===== config.mk =====
export PLATFORM = sky130hd
export DESIGN_NAME = frame_gen_mp
export DESIGN_NICKNAME = d
export VERILOG_FILES = /design/src/rtl/frame_gen_pkg.sv /design/src/rtl/frame_gen_mp_pattern.sv /design/src/rtl/frame_gen_mp.sv
export SDC_FILE = /design/constraint.sdc
export NUM_CORES = 1
export LEC_CHECK = 0
export CAP_MARGIN = 15
export CORE_MARGIN = 4
export CORE_UTILIZATION = 35
export CTS_BUF_LIST = sky130_fd_sc_hd__clkbuf_8
export DETAILED_ROUTE_END_ITERATION = 6
export PLACE_DENSITY = 0.62
export SYNTH_ARGS = -nofsm -noshare
export SYNTH_HDL_FRONTEND = slang
export SYNTH_SLANG_ARGS = --single-unit

===== constraint.sdc =====
create_clock -name aclk -period 2.7 [get_ports aclk]
set_input_delay 0.54 -clock aclk [delete_from_list [all_inputs] [get_ports aclk]]
set_output_delay 0.54 -clock aclk [all_outputs]
set_load 0.05 [all_outputs]

===== src/rtl/frame_gen_pkg.sv =====
// Shared types for the frame_gen_mp test-pattern source: pattern/FSM enums and
// the colour-bar table (R,G,B on/off masks, bit 2 = R).
package frame_gen_pkg;

    typedef enum logic [1:0] {
        SOLID = 2'd0,
        BARS  = 2'd1,
        GRAD  = 2'd2,
        CHECK = 2'd3
    } mode_t;

    typedef enum logic {
        IDLE = 1'b0,
        RUN  = 1'b1
    } state_t;

    // white, yellow, cyan, green, magenta, red, blue, black
    localparam logic [2:0] BAR_MASK [8] = '{3'b111, 3'b110, 3'b011, 3'b010,
                                            3'b101, 3'b100, 3'b001, 3'b000};

    function automatic logic [2:0] bar_mask(input logic [2:0] idx);
        return BAR_MASK[idx];
    endfunction

endpackage


===== src/rtl/frame_gen_mp_pattern.sv =====
// Combinational pixel colour for one pattern position: (xp, y, bar index, mode,
// solid colour) -> RGB. No state; the top registers the result.
module frame_gen_mp_pattern
    import frame_gen_pkg::*;
#(
    parameter int XW       = 10,
    parameter int YW       = 9,
    parameter int BPC      = 4,
    parameter int CHK_LOG2 = 4
) (
    input  logic [XW-1:0]         xp,
    input  logic [YW-1:0]         y,
    input  logic [2:0]            bar,
    input  mode_t                 mode,
    input  logic [2:0][BPC-1:0]   solid_rgb,
    output logic [2:0][BPC-1:0]   rgb
);

    // Widened copies so BPC / CHK_LOG2 may exceed the counter widths safely.
    logic [31:0] xp_w;
    logic [31:0] y_w;
    logic [2:0]  mask;
    logic        unused_bits;

    assign xp_w        = 32'(xp);
    assign y_w         = 32'(y);
    assign mask        = bar_mask(bar);
    assign unused_bits = ^{xp_w, y_w};

    // NOTE: every output of a combinational block gets a default first, so no path can infer a latch.
    always_comb begin
        rgb = '0;
        case (mode)
            SOLID: rgb = solid_rgb;
            BARS: begin
                for (int c = 0; c < 3; c++) rgb[c] = {BPC{mask[c]}};
            end
            GRAD: begin
                for (int c = 0; c < 3; c++) rgb[c] = xp_w[BPC-1:0];
            end
            CHECK: begin
                if (xp_w[CHK_LOG2] ^ y_w[CHK_LOG2]) rgb = '1;
            end
            default: rgb = '0;
        endcase
    end

endmodule


===== src/rtl/frame_gen_mp.sv =====
// Multi-pattern AXI4-Stream video test-frame source (tuser = SOF, tlast = EOL).
// Define FRAME_GEN_SCROLL_EN to shift the pattern by SCROLL pixels every frame.
module frame_gen_mp
    import frame_gen_pkg::*;
#(
    parameter int H_RES    = 640,
    parameter int V_RES    = 480,
    parameter int BPC      = 4,
    parameter int CHK_LOG2 = 4,
    parameter int SCROLL   = 1
) (
    input  logic                  aclk,
    input  logic                  aresetn,
    input  logic                  sof,
    input  logic [1:0]            mode,
    input  logic [2:0][BPC-1:0]   solid_rgb,
    output logic                  pix_tvalid,
    input  logic                  pix_tready,
    output logic [2:0][BPC-1:0]   pix_tdata,
    output logic                  pix_tlast,
    output logic                  pix_tuser,
    output logic                  busy,
    output logic                  frame_done
);

    localparam int XW    = $clog2(H_RES);
    localparam int YW    = $clog2(V_RES);
    localparam int BAR_W = H_RES / 8;

    localparam logic [XW-1:0] X_LAST  = XW'(H_RES - 1);
    localparam logic [YW-1:0] Y_LAST  = YW'(V_RES - 1);
    localparam logic [XW-1:0] BW_LAST = XW'(BAR_W - 1);

    state_t state_q, state_d;

    // Coordinates of the pixel currently held in the output register.
    logic [XW-1:0] x_q, bw_q;
    logic [YW-1:0] y_q;
    logic [2:0]    bar_q;
    logic          sof_pend;
    mode_t         mode_q;
    logic [2:0][BPC-1:0] solid_q;

    logic hs, run, line_end, last_px, last_hs;
    logic start_idle, chain, frame_start, step;

    logic [XW-1:0] x_n, xp_n, bw_n, bw_init;
    logic [YW-1:0] y_n;
    logic [2:0]    bar_n, bar_init;
    mode_t         mode_sel;
    logic [2:0][BPC-1:0] solid_sel, rgb_n;

    assign hs          = pix_tvalid & pix_tready;
    assign run         = (state_q == RUN);
    assign busy        = run;
    assign line_end    = (x_q == X_LAST);
    assign last_px     = line_end && (y_q == Y_LAST);
    assign last_hs     = run && hs && last_px;
    assign start_idle  = !run && (sof || sof_pend);
    // A request seen during a frame chains the next one with no idle gap.
    assign chain       = last_hs && (sof || sof_pend);
    assign frame_start = start_idle || chain;
    assign step        = run && hs && !last_px;

    always_comb begin
        state_d = state_q;
        case (state_q)
            IDLE:    if (start_idle) state_d = RUN;
            RUN:     if (last_hs && !chain) state_d = IDLE;
            default: state_d = IDLE;
        endcase
    end

    always_comb begin
        if (frame_start) begin
            x_n   = '0;
            y_n   = '0;
            bw_n  = bw_init;
            bar_n = bar_init;
        end else begin
            x_n = line_end ? '0 : x_q + 1'b1;
            y_n = line_end ? y_q + 1'b1 : y_q;
            // Bar index advances every BAR_W pixels and wraps 7 -> 0 with the line.
            if (bw_q == BW_LAST) begin
                bw_n  = '0;
                bar_n = bar_q + 3'd1;
            end else begin
                bw_n  = bw_q + 1'b1;
                bar_n = bar_q;
            end
        end
    end

`ifdef FRAME_GEN_SCROLL_EN
    logic [XW-1:0] offset_q, xp_q;
    logic [XW:0]   offset_sum;

    assign offset_sum = {1'b0, offset_q} + (XW+1)'(SCROLL);
    assign xp_n = frame_start ? offset_q : ((xp_q == X_LAST) ? '0 : xp_q + 1'b1);

    // Locate the bar containing the frame's first pixel with constant compares.
    always_comb begin
        bar_init = '0;
        bw_init  = offset_q;
        for (int k = 1; k < 8; k++) begin
            if (offset_q >= XW'(k * BAR_W)) begin
                bar_init = 3'(k);
                bw_init  = offset_q - XW'(k * BAR_W);
            end
        end
    end

    always_ff @(posedge aclk or negedge aresetn) begin
        if (!aresetn) begin
            offset_q <= '0;
            xp_q     <= '0;
        end else begin
            if (frame_start)
                offset_q <= (offset_sum >= (XW+1)'(H_RES)) ? XW'(offset_sum - (XW+1)'(H_RES))
                                                           : XW'(offset_sum);
            if (frame_start || step) xp_q <= xp_n;
        end
    end
`else
    localparam int unused_scroll = SCROLL;

    assign xp_n     = x_n;
    assign bar_init = '0;
    assign bw_init  = '0;
`endif

    assign mode_sel  = frame_start ? mode_t'(mode) : mode_q;
    assign solid_sel = frame_start ? solid_rgb : solid_q;

    frame_gen_mp_pattern #(
        .XW       (XW),
        .YW       (YW),
        .BPC      (BPC),
        .CHK_LOG2 (CHK_LOG2)
    ) u_pattern (
        .xp        (xp_n),
        .y         (y_n),
        .bar       (bar_n),
        .mode      (mode_sel),
        .solid_rgb (solid_sel),
        .rgb       (rgb_n)
    );

    // NOTE: sequential state uses non-blocking assignments so every register sees pre-edge values.
    always_ff @(posedge aclk or negedge aresetn) begin
        if (!aresetn) begin
            state_q    <= IDLE;
            x_q        <= '0;
            y_q        <= '0;
            bw_q       <= '0;
            bar_q      <= '0;
            sof_pend   <= 1'b0;
            mode_q     <= SOLID;
            solid_q    <= '0;
            pix_tvalid <= 1'b0;
            pix_tdata  <= '0;
            pix_tlast  <= 1'b0;
            pix_tuser  <= 1'b0;
            frame_done <= 1'b0;
        end else begin
            state_q    <= state_d;
            frame_done <= last_hs;

            if (frame_start)     sof_pend <= 1'b0;
            else if (run && sof) sof_pend <= 1'b1;

            if (frame_start) begin
                mode_q  <= mode_t'(mode);
                solid_q <= solid_rgb;
            end

            if (frame_start || step) begin
                x_q        <= x_n;
                y_q        <= y_n;
                bw_q       <= bw_n;
                bar_q      <= bar_n;
                pix_tvalid <= 1'b1;
                pix_tdata  <= rgb_n;
                pix_tlast  <= (x_n == X_LAST);
                pix_tuser  <= (x_n == '0) && (y_n == '0);
            end else if (last_hs) begin
                x_q        <= '0;
                y_q        <= '0;
                pix_tvalid <= 1'b0;
                pix_tdata  <= '0;
                pix_tlast  <= 1'b0;
                pix_tuser  <= 1'b0;
            end
        end
    end

endmodule


==> flow_summary_export.csv <==
group,metric,value,unit
critical_path,worstPathMaxFanout,4,
synth,synth_top_area_cell,"dfrtp_1",
clock_network,htreeDepth,3,
route,routedWlPerCell,15.9,um
grt,grt_start_max_net_pins,65,
sta,slew_violations,0,
place,place_inst,603,
sta,finalSetupViolCount,0,
grt,gr-usage-met1,22.4,%
place,port_buffers,34,
clock_network,cts_inserted_buffers,9,
layout,n_antenna_cell,0,
sta,hold_viol_final,0,
synth,yosysTopAreaCellShare,42.8,%
clock_network,postCtsHoldBufs,0,
grt,top_usage_layer,"met2",
critical_path,worst-r2r-setup-slack,280,ps
sta,finalCriticalPeriod,2450,ps
synth,netlist_instances,440,
hold_path,hold_path_class,"input pin to asynchronous set/reset pin",
route,first_pass_iters,5,
run_status,status,"finished clean",
die,die-area,12400,um^2
layout,layout.nets,500,
clock_network,clock_tree.buffer_depth,2,
sta,tightest_slew,513,ps
sta,clock_skew,10.3,ps
synth,avgSynthCellArea,8.51,um^2
sta,fin_ws,253,ps
grt,grt_use_total,16.2,%
pwr,power_density,698,nW/um^2
place,pre_cts_ws,-96.4,ps
grt,grt.overflow.total,0,
grt,grt_pass1_vias,3217,
die,num_rows,37,
layout,fill_cells,1050,
clock_network,cts_root_buf,"clkbuf_8",
synth,synth_area,3750,um^2
job,maxCapViolCount,0,
route,drt-vias-per-instance,5.45,
synth,netlist_top_cells_area,"dfrtp_1, nand2_1, o21ai_0",
clock_network,cts.reportedPaths.clkPinSlew,70,ps
critical_path,r2r-end,"pix_tuser",
critical_path,crit_arrival,2670,ps
grt,antenna_found_initial,0,
sta,slew_headroom,65.7,%
die,pin_count,35,
sta,period_share,90.6,%
critical_path,critical_path_required,2920,ps
synth,yosys_warnings,0,
route,drc,0,
sta,fmax,409,MHz
grt,grt_pass1_wl,16600,um
synth,yosysUniqueCellTypes,57,
die,die_w,111,um
die,start_util,36.1,%
clock_network,cts_resized,0,
clock_network,insertion_delay,340,ps
route,drt_iter0_drc,241,
clock_network,post_cts_buffers,0,
route,ant_nets,0,
synth,async_flop_share,100,%
synth,synthesis.nets,462,
route,vias,3372,
layout,syn_to_final_growth,20.4,%
layout,layout-drive-gt1-share,12.0,%
pwr,p_leak,2.00,nW
die,coreArea,10400,um^2
synth,synth_edf_count,0,
critical_path,rr_worst_depth,8,
critical_path,cp-start-kind,"input pin",
pwr,vdd_drop_max,303,uV
critical_path,critPathKind,"input pin to flop",
route,routed_wirelength,9870,um
place,hpwl,7090,um
place,gp_congestion,0.870,
layout,fin_cells,619,
clock_network,cts_tree,"built",
clock_network,cts_num_sinks,64,
grt,met2_usage,25.5,%
critical_path,cp-end-kind,"flop",
sta,rsz0062_at_grt,"false",
synth,synth_top_flop_cell,"dfrtp_1",
die,die_h,111,um
critical_path,crit-reg2reg-launch,"x_q[1]",
synth,yosysSeqAreaShare,42.8,%
synth,ys_ff_latch,64,
grt,grt_util_met3,3.32,%
worst max path at each step:
stage               startpoint      endpoint  slack, ps  cells past startpoint
floorplan                 busy       bw_q[8]        370                      7
global placement    pix_tready  pix_tdata[5]        -30                      7
detailed placement  pix_tready  pix_tdata[6]       -100                      7
CTS                 pix_tready  pix_tdata[5]        270                      7
global route            x_q[1]       bw_q[8]         90                      9
finish              pix_tready  pix_tdata[5]        250                      7
layout make-up:
type                            count  area [um^2]  area share [%]
Multi-Input combinational cell    345         2020            44.8
Clock inverter                      5         31.3           0.694
Timing Repair Buffer               57          533            11.8
Clock buffer                       11          151            3.36
Tap cell                          136          170            3.77
Sequential cell                    64         1600            35.5
Inverter                            1         3.75          0.0832
Yosys cell counts, drive strengths merged, types with 2 or more instances:
| library cell | count |
|---|---|
| nor4b | 2 |
| o31ai | 11 |
| nor3 | 6 |
| ha | 4 |
| buf | 10 |
| nand4 | 8 |
| nand3 | 14 |
| o32ai | 2 |
| xnor2 | 6 |
| nand2 | 85 |
| and3 | 15 |
| nor2 | 39 |
| or4 | 5 |
| a211o | 2 |
| o2111ai | 2 |
| a32o | 2 |
| clkbuf | 20 |
| nor2b | 2 |
| nand2b | 6 |
| a31oi | 2 |
| nor3b | 4 |
| nand4b | 3 |
| o22ai | 4 |
| or2 | 6 |
| or3 | 2 |
| a21oi | 15 |
| o2bb2ai | 6 |
| xor2 | 10 |
| o211ai | 2 |
| o21ai | 43 |
| a21o | 4 |
| and4 | 3 |
| o21a | 3 |
| dfrtp | 64 |
| nor4 | 2 |
| or3b | 2 |
| a22o | 9 |
sequential cells by signal, indices dropped and copies added, names as in the netlist:
name,cells
sof_pend,1
solid_q,12
y_q,9
bar_q,3
frame_done,1
pix_tdata,12
pix_tuser,1
pix_tlast,1
x_q,10
pix_tvalid,1
busy,1
mode_q,2
bw_q,10
power by group:
part / internal, mW / switching, mW / leakage (nW) / total (mW)
registers: 1.13 / 0.151 / 0.836 / 1.28
clock network: 0.380 / 0.384 / 0.0951 / 0.764
logic: 0.423 / 0.681 / 1.07 / 1.10
total: 1.93 / 1.22 / 2.00 / 3.15
critical path, cell delays in order:
cell and delay, ps:
clkdlybuf4s50_1 500, nand3_1 100, or4_1 610, o21ai_1 330
o22ai_1 230, o31ai_1 290, nand2_1 80
stage by stage:
step	area [um^2]	total power [mW]	utilization (%)	TNS [ps]	hold WS [ps]
2_1_floorplan	3750	2.00	-	0	244
3_3_place_gp	4330	2.39	41.7	-53.9	444
3_5_place_dp	4330	2.40	41.7	-352	451
4_1_cts	4510	3.17	43.5	0	206
5_1_grt	4510	3.33	43.5	0	217
6_report	4510	3.15	43.5	0	207
layout by cell type (no fill, tap or decap), drive strengths merged, types with 3 or more instances in the layout:
cell,n
nand2,85
dfrtp,64
o21ai,43
nor2,39
clkdlybuf4s50,33
buf,24
a21oi,15
and3,15
nand3,14
o31ai,11
clkbuf,11
xor2,10
a22o,9
nand4,8
or2,6
nor3,6
nand2b,6
xnor2,6
o2bb2ai,6
or4,5
o22ai,4
a21o,4
ha,4
nor3b,4
clkinv,4
nand4b,3
o21a,3
and4,3
routing by layer:
metal	share of wire, %	wire length, um
met1	47	4600
met2	47	4630
met3	5.1	505
met4	1.4	138
met5	0	0
cells by family after synthesis:
logic type	share of synthesized area (%)
AO/OA/AOI/OAI	20.6
XOR/XNOR	3.74
adder cells (fa/ha/maj)	1.34
buffers and inverters	3.47
flip-flops	42.8
multiplexers	0.267
AND/OR/NAND/NOR	27.8
No activity file was read; power rests on OpenSTA's default activity.
